--- config.mk ---
export PLATFORM = sky130hd
export DESIGN_NAME = input_fifo_reader
export DESIGN_NICKNAME = d
export VERILOG_FILES = /design/src/rtl/mpc_pkg.sv /design/src/rtl/input_fifo_reader.sv
export SDC_FILE = /design/constraint.sdc
export NUM_CORES = 1
export LEC_CHECK = 0
export CAP_MARGIN = 20
export CORE_ASPECT_RATIO = 1.25
export CORE_MARGIN = 2
export CORE_UTILIZATION = 44
export CTS_CLUSTER_SIZE = 16
export DETAILED_ROUTE_END_ITERATION = 16
export GPL_TIMING_DRIVEN = 0
export HOLD_SLACK_MARGIN = 0.06
export PLACE_DENSITY = 0.71
export SKIP_CTS_REPAIR_TIMING = 1
export SLEW_MARGIN = 20
export SYNTH_ARGS = -nofsm -noshare
export SYNTH_HDL_FRONTEND = slang
export SYNTH_SLANG_ARGS = --single-unit
--- constraint.sdc ---
create_clock -name clk -period 2.6 [get_ports clk]
set_clock_uncertainty 0.1 [all_clocks]
set_input_delay 0.39 -clock clk [delete_from_list [all_inputs] [get_ports clk]]
set_output_delay 0.39 -clock clk [all_outputs]
set_load 0.05 [all_outputs]
--- src/rtl/mpc_pkg.sv ---
// Shared types and constants for the ingress FIFO drain logic.
package mpc_pkg;

    typedef enum logic [1:0] {
        IDLE = 2'd0,
        BODY = 2'd1,
        DROP = 2'd2
    } rd_state_t;

    localparam int unsigned HDR_LEN_LSB     = 0;
    localparam int unsigned DEFAULT_MAX_LEN = 64;

endpackage

--- src/rtl/input_fifo_reader.sv ---
// Drains one FWFT ingress FIFO: parses a length header, forwards that many payload words
// as a framed valid/ready stream and discards packets whose length is illegal.
module input_fifo_reader
    import mpc_pkg::*;
#(
    parameter int unsigned DATA_WIDTH = 16,
    parameter int unsigned LEN_WIDTH  = 8,
    parameter int unsigned MAX_LEN    = DEFAULT_MAX_LEN
) (
    input  logic                  clk,
    input  logic                  rst,
    input  logic [DATA_WIDTH-1:0] fifo_dout,
    input  logic                  fifo_empty,
    output logic                  fifo_rd_en,
    output logic [DATA_WIDTH-1:0] out_data,
    output logic                  out_valid,
    output logic                  out_sop,
    output logic                  out_eop,
    input  logic                  out_ready,
    output logic                  hdr_valid,
    output logic [LEN_WIDTH-1:0]  hdr_len,
    output logic                  err_len,
    output logic                  busy
);

    rd_state_t             state_q;
    logic [LEN_WIDTH-1:0]  rem_q;
    logic [LEN_WIDTH-1:0]  hdr_len_q;
    logic [DATA_WIDTH-1:0] out_data_q;
    logic                  out_valid_q;
    logic                  out_sop_q;
    logic                  out_eop_q;
    logic                  hdr_valid_q;
    logic                  err_len_q;

    logic [LEN_WIDTH-1:0]  head_len;
    logic                  len_zero;
    logic                  len_over;
    logic                  out_free;
    logic                  rem_last;

    assign head_len = fifo_dout[HDR_LEN_LSB +: LEN_WIDTH];
    assign len_zero = (head_len == '0);
    assign len_over = (32'(head_len) > MAX_LEN);
    assign out_free = !out_valid_q || out_ready;
    assign rem_last = (rem_q == LEN_WIDTH'(1));

    always_comb begin
        fifo_rd_en = 1'b0;
        if (!rst && !fifo_empty) begin
            unique case (state_q)
                IDLE, DROP: fifo_rd_en = 1'b1;
                BODY:       fifo_rd_en = out_free;
                default:    fifo_rd_en = 1'b0;
            endcase
        end
    end

    always_ff @(posedge clk) begin
        if (rst) begin
            state_q     <= IDLE;
            rem_q       <= '0;
            hdr_len_q   <= '0;
            out_data_q  <= '0;
            out_valid_q <= 1'b0;
            out_sop_q   <= 1'b0;
            out_eop_q   <= 1'b0;
            hdr_valid_q <= 1'b0;
            err_len_q   <= 1'b0;
        end else begin
            hdr_valid_q <= 1'b0;
            err_len_q   <= 1'b0;
            if (out_valid_q && out_ready) begin
                out_valid_q <= 1'b0;
            end
            unique case (state_q)
                IDLE: begin
                    if (fifo_rd_en) begin
                        if (len_zero) begin
                            err_len_q <= 1'b1;
                        end else if (len_over) begin
                            err_len_q <= 1'b1;
                            rem_q     <= head_len;
                            state_q   <= DROP;
                        end else begin
                            hdr_valid_q <= 1'b1;
                            hdr_len_q   <= head_len;
                            rem_q       <= head_len;
                            state_q     <= BODY;
                        end
                    end
                end
                BODY: begin
                    if (fifo_rd_en) begin
                        // rem still equals the header length only on the first payload pop
                        out_valid_q <= 1'b1;
                        out_data_q  <= fifo_dout;
                        out_sop_q   <= (rem_q == hdr_len_q);
                        out_eop_q   <= rem_last;
                        rem_q       <= rem_q - LEN_WIDTH'(1);
                        if (rem_last) begin
                            state_q <= IDLE;
                        end
                    end
                end
                DROP: begin
                    if (fifo_rd_en) begin
                        rem_q <= rem_q - LEN_WIDTH'(1);
                        if (rem_last) begin
                            state_q <= IDLE;
                        end
                    end
                end
                default: state_q <= IDLE;
            endcase
        end
    end

    assign out_data  = out_data_q;
    assign out_valid = out_valid_q;
    assign out_sop   = out_sop_q;
    assign out_eop   = out_eop_q;
    assign hdr_valid = hdr_valid_q;
    assign hdr_len   = hdr_len_q;
    assign err_len   = err_len_q;
    assign busy      = (state_q != IDLE) || out_valid_q;

endmodule

==> impl_metrics.ini <==
[setup_path]
crit_chain = clkdlybuf4s50_1 > or4_1 > o21ai_2 > or4b_1 > buf_6 > mux2i_1 > nor2_1
cp-startpoint = fifo_dout[3]
r2r_start = state_q[0]
cp-end-kind = register
r2r_end = out_data[12]
cpPeakStageDelay_ns = 0.59
reg2reg_depth = 8
crit_slowest_cell = or4_1
rrSetupSlack_ns = 0.28
crit_type = primary input to register
worstPathArrival_ns = 2.56
path_max_fanout = 8
cp-start-kind = primary input
critPathRequiredTime_ns = 2.66

[yosys]
synth_area_mm2 = 0.00181
synth_edf_count = 0
synth_largest_area_cell = dfxtp_1
async_reset_ff_share_pct = 0
yosysMostFrequentCell = dfxtp_1
synth.distinct_cells = 35
syn_area_per_cell_um2 = 9.03
yosysSeqAreaShare_pct = 43.0
synthTopCellsByCount = dfxtp_1 (39), nor2_1 (31), mux2i_1 (25)
synth.area.top_cells = dfxtp_1 (43%), mux2i_1 (14%), nor2_1 (6.4%), ha_1 (4.1%), a21oi_1 (3.9%)
syn_inst = 201
ys.flop_type = dfxtp_1
syn_nets = 227
ys_seq_elements = 39
ys.warnings.count = 0
synth_top_area_share_pct = 43.0

[die]
rows = 26
io_pins = 51
die_h_um = 75.8
initial_core_util_pct = 45.0
coreArea_mm2 = 0.00403
dieArea_mm2 = 0.00466
dieWidth_um = 61.4

[route]
ant_nets = 0
wl_met2_um = 2150
met1_length_um = 2000
wl_met3_um = 277
dr.pass1.iters = 4
highest_layer = met4
vias = 1619
drt_iter0_markers = 61
route.detailed.drc = 0
wl_um = 4480
via_per_inst = 5.14
wl_per_cell_um = 14.2

[final_layout]
synthToLayoutAreaGrowth_pct = 38.4
fin_nets = 284
diodes = 0
drive_gt1_share_pct = 5.41
fillers = 399
final_util_pct = 62.3
fin_cells = 315
design_area_mm2 = 0.00251

[grt]
grt_pass1_vias = 1482
grt_use_total_pct = 20.1
grt_pass1_wl_um = 6850
antenna_found_initial = 0
grt_max_degree = 14
grt_overflow = 0

[timing]
max_freq_ghz = 0.400
final.setup.worst_slack_ns = 0.102
hold_viol_final = 0
max_slew_margin_pct = 49.0
slew_viol_final = 0
setup_viol = 0
worstMarginPinSlew_ns = 0.759
hold_slack_ns = 0.355
fin_crit_sh_pct = 96.1
post-route-min-period_ns = 2.50
rsz0062_at_grt = no

[hold_path]
hold_end = out_sop
min_path_type = register to register
min_path_cells = 2
hold_path_startpoint = out_sop

[run]
cap_violations = 0

[placed_design]
pre_cts_ws_ns = -0.304
dpl.hpwl_um = 3280
port_buffers = 50
placed_area_mm2 = 0.00238
dp_cells = 307
place_congestion = 0.840

[power]
power_density_mw_per_mm2 = 621
irDropWorstVdd_mv = 0.365
leakagePower_nw = 1.11

[clock_network]
clockBufferDepth = 2
h-tree-depth = 2
clock-sinks = 39
path_clk_slew_ns = 0.08
cts_tree = yes
cts_buffers = 5
cts-root-buf = clkbuf_8
clock_latency_ns = 0.29

[outcome]
outcome = finished clean
==> power by group <==
| part | switching (W) | internal, W | total (W) |
|---|---|---|---|
| clock | 0.000220 | 0.000286 | 0.000506 |
| sequential | 0.0000408 | 0.000629 | 0.000670 |
| combinational | 0.000226 | 0.000159 | 0.000384 |
| total | 0.000487 | 0.00107 | 0.00156 |
==> cells by family after synthesis <==
family | count (synthesis) | share of synthesized area [%]
mux | 25 | 13.8
xor+xnor | 8 | 3.86
flops | 39 | 43.0
simple gates | 72 | 19.4
buf+inv | 19 | 4.48
compound gates | 32 | 11.3
fa+ha+maj | 6 | 4.14
==> stage by stage <==
| stage | TNS, ns | total power, W |
|---|---|---|
| 2_1_floorplan | 0 | 0.000939 |
| 3_3_place_gp | -2.40 | 0.00106 |
| 3_5_place_dp | -2.59 | 0.00106 |
| 4_1_cts | -0.308 | 0.00157 |
| 5_1_grt | 0 | 0.00164 |
| 6_report | 0 | 0.00156 |
==> cell usage in the layout (no fill, tap or decap), types with 2 or more instances in the layout <==
cell type         n
a211o_1           2
a21oi_1          14
and3_1            2
buf_2             2
clkbuf_1          6
clkbuf_8          5
clkdlybuf4s50_1  48
dfxtp_1          39
dlymetal6s2s_1    2
ha_1              6
inv_1             9
mux2i_1          25
nand2_1          10
nand2b_1          2
nand3_1           2
nand4_1           3
nor2_1           31
nor2b_1           3
nor3_1            3
nor4_1            4
o2111ai_1         2
o21ai_0           4
o32ai_1           6
or2b_1            2
or3_1             3
xnor2_1           8
==> worst max-delay path, delay by kind of cell <==
family,cells,cell delay (ns)
simple gates,3,1.13
mux,1,0.14
compound gates,1,0.19
buf+inv,2,0.71
==> how the worst max path moves through the flow <==
stage / slack, ns / depth (start not counted) / end
global placement: -0.29 / 4 / fifo_rd_en
CTS: -0.31 / 4 / fifo_rd_en
detailed placement: -0.30 / 4 / fifo_rd_en
floorplan: 0.43 / 7 / out_data[10]
finish: 0.10 / 7 / hdr_len[3]
global route: 0.03 / 7 / hdr_len[2]
==> flip-flops by register name, indices dropped and copies added, names as in the netlist <==
| register | cells |
|---|---|
| out_data | 16 |
| out_valid | 1 |
| hdr_valid | 1 |
| err_len | 1 |
| state_q | 2 |
| rem_q | 8 |
| out_eop | 1 |
| hdr_len | 8 |
| out_sop | 1 |
==> metal layers <==
metal,track usage [%],vias up
li1,-,820
met1,26.0,738
met2,31.9,57
met3,5.26,4
met4,8.04,0
met5,0,-
==> layout make-up <==
cell class | instances | area, um2 | share of cell area (%)
Tap cell | 56 | 70.1 | 2.79
Multi-Input combinational cell | 143 | 961 | 38.3
Clock buffer | 5 | 68.8 | 2.74
Sequential cell | 39 | 781 | 31.1
Buffer | 9 | 43.8 | 1.74
Timing Repair Buffer | 50 | 505 | 20.1
Clock inverter | 3 | 43.8 | 1.74
Inverter | 10 | 37.5 | 1.49
Power figures use the tool's default switching activity.
